--- config.mk ---
export PLATFORM = sky130hd
export DESIGN_NAME = pixel_filter_flat
export DESIGN_NICKNAME = d
export VERILOG_FILES = /design/src/rtl/pixel_filter_pkg.sv /design/src/rtl/pixel_filter_if.sv /design/src/rtl/axis_pipe_stage.sv /design/src/rtl/pixel_filter.sv /design/src/flat_wrapper.sv
export SDC_FILE = /design/constraint.sdc
export NUM_CORES = 1
export LEC_CHECK = 0
export ABC_AREA = 1
export CAP_MARGIN = 5
export CORE_UTILIZATION = 60
export DETAILED_ROUTE_END_ITERATION = 10
export GPL_TIMING_DRIVEN = 0
export HOLD_SLACK_MARGIN = 0.05
export PLACE_DENSITY = 0.88
export SYNTH_ARGS = -nofsm -noshare
export SYNTH_HDL_FRONTEND = slang
export SYNTH_HIERARCHICAL = 1
export SYNTH_SLANG_ARGS = --single-unit
--- constraint.sdc ---
create_clock -name aclk -period 4.5 [get_ports aclk]
set_clock_uncertainty 0.1 [all_clocks]
set_input_delay 1.125 -clock aclk [delete_from_list [all_inputs] [get_ports aclk]]
set_output_delay 1.125 -clock aclk [all_outputs]
set_load 0.03 [all_outputs]
--- src/rtl/pixel_filter_pkg.sv ---
// Shared types and constants for the pixel filter: filter modes and BT.601-style luma weights.
package pixel_filter_pkg;

    typedef enum logic [1:0] {
        BYPASS = 2'd0,
        GREY   = 2'd1,
        INVERT = 2'd2,
        THRESH = 2'd3
    } mode_e;

    localparam int unsigned COEF_R     = 77;
    localparam int unsigned COEF_G     = 150;
    localparam int unsigned COEF_B     = 29;
    localparam int unsigned GRAY_SHIFT = 8;

endpackage

--- src/rtl/pixel_filter_if.sv ---
// AXI4-Stream video bus carrying one {R,B,G} pixel per beat with start-of-frame and end-of-line flags.
interface pixel_filter_if #(
    parameter int unsigned CH_W = 8
);
    logic [3*CH_W-1:0] tdata;
    logic              tvalid;
    logic              tready;
    logic              tuser;
    logic              tlast;

    modport master (output tdata, tvalid, tuser, tlast, input tready);
    modport slave  (input tdata, tvalid, tuser, tlast, output tready);

endinterface

--- src/rtl/axis_pipe_stage.sv ---
// One elastic register slice: loads when empty or when downstream takes the held beat.
module axis_pipe_stage #(
    parameter int unsigned W = 8
) (
    input  logic         aclk,
    input  logic         aresetn,
    input  logic         in_valid,
    output logic         in_ready_c,
    input  logic [W-1:0] in_data,
    output logic         out_valid,
    input  logic         out_ready,
    output logic [W-1:0] out_data
);

    assign in_ready_c = !out_valid || out_ready;

    always_ff @(posedge aclk or negedge aresetn) begin
        if (!aresetn) begin
            out_valid <= 1'b0;
            out_data  <= '0;
        end else if (in_ready_c) begin
            out_valid <= in_valid;
            if (in_valid) begin
                out_data <= in_data;
            end
        end
    end

endmodule

--- src/rtl/pixel_filter.sv ---
// Two-stage streaming pixel filter (bypass / greyscale / invert / threshold) with a completed-frame counter.
module pixel_filter
    import pixel_filter_pkg::*;
#(
    parameter int unsigned CH_W   = 8,
    parameter int unsigned FCNT_W = 16
) (
    input  logic              aclk,
    input  logic              aresetn,
    pixel_filter_if.slave     s_axis_video,
    pixel_filter_if.master    m_axis_video,
    input  logic [1:0]        mode,
    input  logic [CH_W-1:0]   threshold,
    output logic [FCNT_W-1:0] frame_count
);

    localparam int unsigned PIX_W  = 3 * CH_W;
    localparam int unsigned PROD_W = CH_W + 10;
    localparam int unsigned S1_W   = 2 + CH_W + 3 * PROD_W + PIX_W + 2;
    localparam int unsigned S2_W   = PIX_W + 2;

    mode_e             active_mode;
    logic [CH_W-1:0]   active_thr;
    mode_e             beat_mode;
    logic [CH_W-1:0]   beat_thr;
    logic              in_hs;
    logic              out_hs;
    logic              seen_sof;

    logic [CH_W-1:0]   in_r, in_g, in_b;
    logic [PROD_W-1:0] prod_r, prod_g, prod_b;

    logic [S1_W-1:0]   s1_in, s1_out;
    logic              s1_valid, s1_ready_c;
    logic [1:0]        s1_mode_bits;
    logic [CH_W-1:0]   s1_thr;
    logic [PROD_W-1:0] s1_pr, s1_pg, s1_pb;
    logic [PIX_W-1:0]  s1_pix;
    logic              s1_user, s1_last;

    logic [PROD_W-1:0] gray_sum;
    logic [CH_W-1:0]   gray;
    logic [PIX_W-1:0]  pix_out;

    logic [S2_W-1:0]   s2_in, s2_out;
    logic              s2_valid, s2_ready_c;

    assign in_hs  = s_axis_video.tvalid && s_axis_video.tready;
    assign out_hs = m_axis_video.tvalid && m_axis_video.tready;
    assign s_axis_video.tready = aresetn && s1_ready_c;

    // A start-of-frame beat uses the freshly presented controls, so the new mode covers it too
    always_comb begin
        beat_mode = active_mode;
        beat_thr  = active_thr;
        if (s_axis_video.tuser) begin
            beat_mode = mode_e'(mode);
            beat_thr  = threshold;
        end
    end

    always_ff @(posedge aclk or negedge aresetn) begin
        if (!aresetn) begin
            active_mode <= BYPASS;
            active_thr  <= '0;
        end else if (in_hs && s_axis_video.tuser) begin
            active_mode <= mode_e'(mode);
            active_thr  <= threshold;
        end
    end

    assign in_r   = s_axis_video.tdata[3*CH_W-1 -: CH_W];
    assign in_b   = s_axis_video.tdata[2*CH_W-1 -: CH_W];
    assign in_g   = s_axis_video.tdata[CH_W-1:0];
    assign prod_r = PROD_W'(in_r) * PROD_W'(COEF_R);
    assign prod_g = PROD_W'(in_g) * PROD_W'(COEF_G);
    assign prod_b = PROD_W'(in_b) * PROD_W'(COEF_B);

    assign s1_in = {beat_mode, beat_thr, prod_r, prod_g, prod_b,
                    s_axis_video.tdata, s_axis_video.tuser, s_axis_video.tlast};

    axis_pipe_stage #(.W(S1_W)) u_stage1 (
        .aclk       (aclk),
        .aresetn    (aresetn),
        .in_valid   (s_axis_video.tvalid),
        .in_ready_c (s1_ready_c),
        .in_data    (s1_in),
        .out_valid  (s1_valid),
        .out_ready  (s2_ready_c),
        .out_data   (s1_out)
    );

    assign {s1_mode_bits, s1_thr, s1_pr, s1_pg, s1_pb, s1_pix, s1_user, s1_last} = s1_out;

    // Weights sum to 256, so the shifted luma always fits in CH_W bits
    always_comb begin
        gray_sum = s1_pr + s1_pg + s1_pb;
        gray     = CH_W'(gray_sum >> GRAY_SHIFT);
        pix_out  = s1_pix;
        case (mode_e'(s1_mode_bits))
            BYPASS:  pix_out = s1_pix;
            GREY:    pix_out = {3{gray}};
            INVERT:  pix_out = ~s1_pix;
            THRESH:  pix_out = (gray >= s1_thr) ? {PIX_W{1'b1}} : '0;
            default: pix_out = s1_pix;
        endcase
    end

    assign s2_in = {s1_user, s1_last, pix_out};

    axis_pipe_stage #(.W(S2_W)) u_stage2 (
        .aclk       (aclk),
        .aresetn    (aresetn),
        .in_valid   (s1_valid),
        .in_ready_c (s2_ready_c),
        .in_data    (s2_in),
        .out_valid  (s2_valid),
        .out_ready  (m_axis_video.tready),
        .out_data   (s2_out)
    );

    assign m_axis_video.tvalid = s2_valid;
    assign {m_axis_video.tuser, m_axis_video.tlast, m_axis_video.tdata} = s2_out;

    // Each output start-of-frame closes the previous frame, except the very first one
    always_ff @(posedge aclk or negedge aresetn) begin
        if (!aresetn) begin
            frame_count <= '0;
            seen_sof    <= 1'b0;
        end else if (out_hs && m_axis_video.tuser) begin
            if (seen_sof) begin
                frame_count <= frame_count + FCNT_W'(1);
            end
            seen_sof <= 1'b1;
        end
    end

endmodule

--- src/flat_wrapper.sv ---
// flat-port wrapper written by rule: the top's interface ports become plain ports
module pixel_filter_flat import pixel_filter_pkg::*;
#(
    parameter int unsigned CH_W   = 8,
    parameter int unsigned FCNT_W = 16
)
  (aclk, aresetn, mode, threshold, frame_count, s_axis_video_tdata, s_axis_video_tvalid, s_axis_video_tuser, s_axis_video_tlast, s_axis_video_tready, m_axis_video_tdata, m_axis_video_tvalid, m_axis_video_tuser, m_axis_video_tlast, m_axis_video_tready);
  pixel_filter_if #(.CH_W(CH_W)) s_axis_video_i ();
  pixel_filter_if #(.CH_W(CH_W)) m_axis_video_i ();
  input  logic aclk;
  input  logic aresetn;
  input  logic [1:0] mode;
  input  logic [CH_W-1:0] threshold;
  output logic [FCNT_W-1:0] frame_count;
  input wire logic [$bits(s_axis_video_i.tdata)-1:0] s_axis_video_tdata;
  input wire logic [$bits(s_axis_video_i.tvalid)-1:0] s_axis_video_tvalid;
  input wire logic [$bits(s_axis_video_i.tuser)-1:0] s_axis_video_tuser;
  input wire logic [$bits(s_axis_video_i.tlast)-1:0] s_axis_video_tlast;
  output wire logic [$bits(s_axis_video_i.tready)-1:0] s_axis_video_tready;
  output wire logic [$bits(m_axis_video_i.tdata)-1:0] m_axis_video_tdata;
  output wire logic [$bits(m_axis_video_i.tvalid)-1:0] m_axis_video_tvalid;
  output wire logic [$bits(m_axis_video_i.tuser)-1:0] m_axis_video_tuser;
  output wire logic [$bits(m_axis_video_i.tlast)-1:0] m_axis_video_tlast;
  input wire logic [$bits(m_axis_video_i.tready)-1:0] m_axis_video_tready;
  assign s_axis_video_i.tdata = s_axis_video_tdata;
  assign s_axis_video_i.tvalid = s_axis_video_tvalid;
  assign s_axis_video_i.tuser = s_axis_video_tuser;
  assign s_axis_video_i.tlast = s_axis_video_tlast;
  assign s_axis_video_tready = s_axis_video_i.tready;
  assign m_axis_video_tdata = m_axis_video_i.tdata;
  assign m_axis_video_tvalid = m_axis_video_i.tvalid;
  assign m_axis_video_tuser = m_axis_video_i.tuser;
  assign m_axis_video_tlast = m_axis_video_i.tlast;
  assign m_axis_video_i.tready = m_axis_video_tready;
  pixel_filter #(.CH_W(CH_W), .FCNT_W(FCNT_W)) u_core (.aclk(aclk), .aresetn(aresetn), .s_axis_video(s_axis_video_i), .m_axis_video(m_axis_video_i), .mode(mode), .threshold(threshold), .frame_count(frame_count));
endmodule
==> results.md, run 1 <==
- Final GP Congestion: 0.919
- Required time of the critical path: 4770 ps
- Hold WS: 369 ps
- Pin count of the biggest net entering global routing: 82
- Total die area: 0.0186 mm^2
- Status: completed
- Core area: 0.0174 mm^2
- Root buf cell: clkbuf_16
- Critical path class: primary input to flip-flop
- Hold bufs inserted after CTS: 0
- Post-route ant nets: 0
- CP Data Arrival Time: 4590 ps
- Max_slew headroom: 63.0%
- DR vias/cell: 5.56
- Setup Buffers After CTS: 0
- Starting DRC count in detailed routing: 667
- CP Launch Type: primary input
- CP max-delay cell: fa_1
- I/O pin cnt: 84
- HP Class: flip-flop to flip-flop
- CP Depth: 15
- First-pass GRT wire length: 44.7 mm
- Syn Inst Count: 1373
- Family with the most delay on the worst path: adder cells
- Post-layout nets: 1681
- Placed cell count: 1686
- Synthesized area: 0.0108 mm^2
- Worst Reg-to-Reg Cells: 20
- Most common cell after layout, fill and taps aside: nand2_1
- CP Max Fanout: 5
- H-tree levels: 4
- Worst skew pair latency: 430 ps
- Per-cell routed wire length: 15.6 um
- Post-layout min period: 4330 ps
- HPWL Detailed: 20.3 mm
- Layout area overhead: 16.4%
- Maximum vdd drop: 0.546 mV
- Final setup viols: 0
- Ant. Diodes: 0
- Total wire length: 26.8 mm
- PD cells: 652 mW/mm^2
- Syn_area_per_cell: 7.87 um^2
- Chip width: 136 um
- Most frequent CP cell: ha_1
- Clock buffer depth: 2
- Final slew viol count: 0
- CP Capture Type: flip-flop
- CP Cell Sequence: dlygate4sd2_1, ha_1, ha_1, inv_1, fa_1, fa_1, inv_1, ha_1, nand2_1, nor2_1, nand3_1, nand4_1, xor2_1, nand3_1, nand2_1
- CTS buffer count: 17
- Die height: 136 um
- Clk sinks: 139
- Leakage power: 0.00700 uW
- Vias in the first global route: 9578
- Initial antenna violation count: 0
- Worst-Margin Slew: 556 ps
- Vias: 9544
- Achievable frequency: 0.231 GHz
- CP peak stage delay: 520 ps
- WHS Path Cells: 2
- Post-CTS sizing: 5
- Port buffer count: 83
- Final setup TNS: 0 ps
- Leading cell types in the layout, fill and taps excluded: 424 x nand2_1, 185 x inv_1, 171 x nand3_1
- CTS tree: built
- Gr ovfl total: 0
- Clock slew at reported path FFs: 60 ps
- DRT Pass-1 Iters: 6
- Initial Utilization: 62.0%
- Num rows: 48
- RSZ-0062 raised after global routing: true
- All-Layer GR Usage: 31.1%
- Crit share post-route: 96.2%
- Final Hold Vio Count: 0
- Finished Layout Cells: 1718
- Layout cells sized above 1: 6.63%
- YS warnings: 6
- Max Cap Viol: 0
- Total Power: 8200 uW
- Bufs and invs on worst path: 3
- Residual DRC count: 0
==> power by group <==
part | leakage (uW) | switching (uW) | internal, uW
registers | 0.00172 | 276 | 1590
logic | 0.00498 | 3050 | 1850
clock network | 0.000298 | 591 | 839
total | 0.00700 | 3920 | 4280
==> worst reg2reg max path, stage by stage (launching register included) <==
cell and delay (ps):
dfrtp_1 420, fa_1 490, ha_1 430, nand2_1 150, nor2_1 230, and2_1 160
nand2_1 60, nand2_1 50, nand2_1 70, and2_1 150, ha_1 290, nand2_1 70
inv_1 30, nor2_1 80, o21a_1 160, nand3_2 200, buf_2 250, a21oi_1 140
nand3_1 130, nand3_1 110, nand2_1 50
==> through the flow <==
| stage | area [um^2] | util [%] | setup slack [ps] |
|---|---|---|---|
| final | 12600 | 72.2 | 173 |
| after CTS | 12600 | 72.1 | 67.1 |
| after detailed placement | 12000 | 68.7 | -524 |
| after floorplan | 10800 | - | 440 |
| after global placement | 11900 | 68.5 | -4230 |
| after global routing | 12600 | 72.2 | -27.9 |
==> state kept, by name (all words and copies together) (netlist names) <==
| signal | count |
|---|---|
| u_core/u_stage2/out_data | 26 |
| u_core/seen_sof | 1 |
| u_core/u_stage1/out_data | 84 |
| u_core/u_stage1/out_valid | 1 |
| u_core/u_stage2/out_valid | 1 |
| u_core/active_mode | 2 |
| u_core/frame_count | 16 |
| u_core/active_thr | 8 |
==> per-layer routing <==
| layer | part of all wire [%] | vias to the layer above | GRT usage [%] |
|---|---|---|---|
| li1 | - | 4597 | - |
| met1 | 40 | 4475 | 36.7 |
| met2 | 49 | 363 | 53.1 |
| met3 | 5.4 | 109 | 5.70 |
| met4 | 5.1 | 0 | 17.5 |
| met5 | 0 | - | 0 |
==> layout make-up <==
| cell class | instances | area (um^2) |
|---|---|---|
| Inverter | 187 | 702 |
| Fill cell | 1275 | 4830 |
| Sequential cell | 139 | 3480 |
| Multi-Input combinational cell | 1004 | 6290 |
| Tap cell | 225 | 282 |
| Clock inverter | 15 | 178 |
| Timing Repair Buffer | 84 | 873 |
| Buffer | 47 | 350 |
| Clock buffer | 17 | 425 |
==> path summary, 6_finish.rpt <==
path,startpoint,endpoint,slack [ps]
min in group asynchronous,aresetn,u_core/u_stage2/out_data[15],550
setup / recovery,s_axis_video_tdata[6],u_core/u_stage1/out_data[58],170
setup reg to reg,u_core/u_stage1/out_data[36],u_core/u_stage2/out_data[22],560
max in group asynchronous,aresetn,u_core/u_stage1/out_data[50],2950
hold / removal,u_core/u_stage2/out_data[7],u_core/u_stage2/out_data[7],370
hold reg to reg,u_core/u_stage2/out_data[7],u_core/u_stage2/out_data[7],370
Power figures use the tool's default switching activity.
==> inputs of run 2 (changes only) <==
--- a/config.mk
+++ b/config.mk
@@ -8,6 +8,7 @@
 export ABC_AREA = 1
 export CAP_MARGIN = 5
 export CORE_UTILIZATION = 60
+export CTS_CLUSTER_DIAMETER = 150
 export DETAILED_ROUTE_END_ITERATION = 10
 export GPL_TIMING_DRIVEN = 0
 export HOLD_SLACK_MARGIN = 0.05
==> results of run 2 <==
Same layout as run 1: the final DEF is identical, and so are final timing and power.
==> inputs of run 3 (changes only) <==
--- a/config.mk
+++ b/config.mk
@@ -10,6 +10,7 @@
 export CORE_UTILIZATION = 60
 export CTS_CLUSTER_DIAMETER = 150
 export DETAILED_ROUTE_END_ITERATION = 10
+export GPL_ROUTABILITY_DRIVEN = 1
 export GPL_TIMING_DRIVEN = 0
 export HOLD_SLACK_MARGIN = 0.05
 export PLACE_DENSITY = 0.88
==> constraint.sdc (replaced) <==
create_clock -name aclk -period 4.9 [get_ports aclk]
set_clock_uncertainty 0.1 [all_clocks]
set_input_delay 1.225 -clock aclk [delete_from_list [all_inputs] [get_ports aclk]]
set_output_delay 1.225 -clock aclk [all_outputs]
set_load 0.03 [all_outputs]
==> run 3 against run 2 <==
Register-to-register slack improved by 400 ps. Die area unchanged. Sequential cell count unchanged. Design area decreased by 0.14%. Global-route usage about the same. Total power decreased by 8.1%. Non-clock buffer count unchanged. First-iteration DRC count increased by 1.6%. Largest cell class unchanged. Largest power group unchanged. Highest routed layer unchanged.
==> results.md, run 3 (synthesized netlist as in run 1, its figures left out) <==
- CP Data Arrival Time: 3400 ps (-1190 ps)
- Worst Reg-to-Reg Cells: 20 (unchanged)
- Hold bufs inserted after CTS: 0 (unchanged)
- PD cells: 600 mW/mm^2 (-8.0%)
- Most frequent CP cell: inv_1
- Required time of the critical path: 3580 ps (-1190 ps)
- Fillers: 1279 (+0.31%)
- Worst skew pair latency: 430 ps (about the same)
- HPWL Detailed: 20.3 mm (unchanged)
- Max Cap Viol: 0 (unchanged)
- Biggest register: u_core/u_stage1/out_data
- DR top layer: met4
- First-pass GRT wire length: 44.7 mm (about the same)
- Reg-to-Reg Start: u_core/u_stage1/out_data[36]
- Layout area overhead: 16.3%
- I/O pin cnt: 84 (unchanged)
- Per-cell routed wire length: 15.6 um (about the same)
- CP Capture Type: output pin
- WL met3: 1.47 mm (+1.8%)
- M1 wire length: 10.8 mm (+0.18%)
- Achievable frequency: 0.212 GHz
- Leakage power: 0.00692 uW (-1.2%)
- CP Launch Type: primary input
- Design Area, Final: 0.0126 mm^2 (-0.14%)
- Reg-to-reg setup timing slack: 960 ps (+400 ps)
- Net Sw Frac: 47.8% (about the same)
- Die height: 136 um (unchanged)
- Worst-Margin Slew: 556 ps (+0.00745 ps)
- Status: completed
- Max reg flops: 84 (unchanged)
- Finished Layout Cells: 1718 (unchanged)
- CP max-delay cell: clkdlybuf4s50_1
- Gr ovfl total: 0 (unchanged)
- Most common cell after layout, fill and taps aside: nand2_1
- DR vias/cell: 5.55 (-0.16%)
- Vias in the first global route: 9567 (-0.11%)
- H-tree levels: 4 (unchanged)
- Post-CTS sizing: 0 (-5)
- Vias: 9529 (-0.16%)
- Leading cell types in the layout, fill and taps excluded: 424 x nand2_1, 185 x inv_1, 171 x nand3_1
- Post-layout min period: 4720 ps
- Worst setup endpoint: s_axis_video_tready
- Crit share post-route: 96.4%
- DRT Pass-1 Iters: 5 (-1)
- FF-to-FF End: u_core/u_stage2/out_data[22]
- Placed Area: 0.0120 mm^2 (unchanged)
- Critical path class: primary input to output pin
- Port buffer count: 83 (unchanged)
- Clock slew at reported path FFs: 60 ps (about the same)
- CTS buffer count: 17 (unchanged)
- CP Cell Sequence: clkdlybuf4s50_1, inv_1, nand2_2, buf_6, buf_12, inv_1, nand2_2, buf_2, nand2_1, inv_1, clkdlybuf4s50_1
- Max_slew headroom: 63.0% (about the same)
- RSZ-0062 raised after global routing: false
- All-Layer GR Usage: 31.1% (about the same)
- Ant. Diodes: 0 (unchanged)
- Num rows: 48 (unchanged)
- Core area: 0.0174 mm^2 (unchanged)
- Met2 routed wirelength: 13.1 mm (-0.90%)
- Initial antenna violation count: 0 (unchanged)
- Chip width: 136 um (unchanged)
- Combinational power share: 59.9% (about the same)
- Placed cell count: 1686 (unchanged)
- Post-route ant nets: 0 (unchanged)
- Pin count of the biggest net entering global routing: 82 (unchanged)
- Setup Buffers After CTS: 0 (unchanged)
- CTS tree: built
- Sequential cell fraction of total power: 22.7% (about the same)
- Total wire length: 26.7 mm (about the same)
- Switching Power: 3600 uW (-8.1%)
- Largest registers: u_core/u_stage1/out_data: 84 flops, u_core/u_stage2/out_data: 26 flops, u_core/frame_count: 16 flops
- Final GP Congestion: 0.919 (unchanged)
- Maximum vdd drop: 0.501 mV (-8.1%)
- Starting DRC count in detailed routing: 678 (+1.6%)
- Int Power: 3930 uW (-8.2%)
- Post-layout nets: 1681 (unchanged)
- Layout cells sized above 1: 6.56% (-0.067 points)
- Root buf cell: clkbuf_16
- Clock power frac: 17.4% (about the same)
- Clock buffer depth: 2 (unchanged)
- Residual DRC count: 0 (unchanged)
- Final Util: 72.1% (-0.10 points)
- HP Class: flip-flop to flip-flop
- Total die area: 0.0186 mm^2 (unchanged)
- Final Hold Vio Count: 0 (unchanged)
- CP peak stage delay: 660 ps (+140 ps)
- Initial Utilization: 62.0% (unchanged)
- Final setup viols: 0 (unchanged)
- CP Max Fanout: 10 (+5)
- Final slew viol count: 0 (unchanged)
- Clk sinks: 139 (unchanged)
- Critical Path Start: m_axis_video_tready
run 3: layout make-up:
| cell class | count | area [um^2] | area share, % |
|---|---|---|---|
| flip-flops and latches | 139 | 3480 | 27.7 |
| well taps | 225 | 282 | 2.24 |
| clock buffers | 17 | 425 | 3.39 |
| plain buffers | 47 | 350 | 2.79 |
| repair buffers | 84 | 860 | 6.84 |
| inverters | 187 | 702 | 5.59 |
| clock inverters | 15 | 178 | 1.41 |
| multi-input cells | 1004 | 6290 | 50.1 |
run 3: worst min path at each step:
stage | from | endpoint | slack, ps | depth (start not counted)
after floorplan | u_core/u_stage1/out_data[62] | u_core/u_stage1/out_data[62] | 340 | 2
after global placement | u_core/u_stage2/out_data[7] | u_core/u_stage2/out_data[7] | 350 | 2
after detailed placement | u_core/u_stage2/out_data[7] | u_core/u_stage2/out_data[7] | 360 | 2
after CTS | u_core/u_stage2/out_data[7] | u_core/u_stage2/out_data[7] | 370 | 2
after global routing | u_core/u_stage2/out_data[12] | u_core/u_stage2/out_data[12] | 390 | 2
final | u_core/u_stage2/out_data[7] | u_core/u_stage2/out_data[7] | 370 | 2
run 3: critical path: cells and delay by family:
family / cells / cell delay (ps)
and+or+nand+nor: 3 / 300
buffers and inverters: 8 / 1870
run 3: power by group through the flow:
stage / clock network, uW / registers [uW] / logic [uW]
floorplan: 0 / 1880 / 3040
global placement: 0 / 1720 / 4230
detailed placement: 0 / 1730 / 4390
CTS: 1330 / 1710 / 4450
global route: 1370 / 1750 / 5140
finish: 1310 / 1710 / 4510
run 3: stage by stage:
stage	setup WS, ps	setup TNS [ps]	power (uW)	hold WS [ps]
after floorplan	740	0	4920	342
after global placement	-4030	-428870	5950	354
after detailed placement	-224	-1160	6120	358
after CTS	175	0	7490	373
after global routing	0.590	0	8260	388
final	178	0	7530	369
run 3: routing by layer:
| metal | vias to the layer above | global-route usage [%] |
|---|---|---|
| met5 | - | 0 |
| li1 | 4591 | - |
| met2 | 384 | 53.2 |
| met3 | 109 | 5.67 |
| met1 | 4445 | 36.8 |
| met4 | 0 | 17.3 |
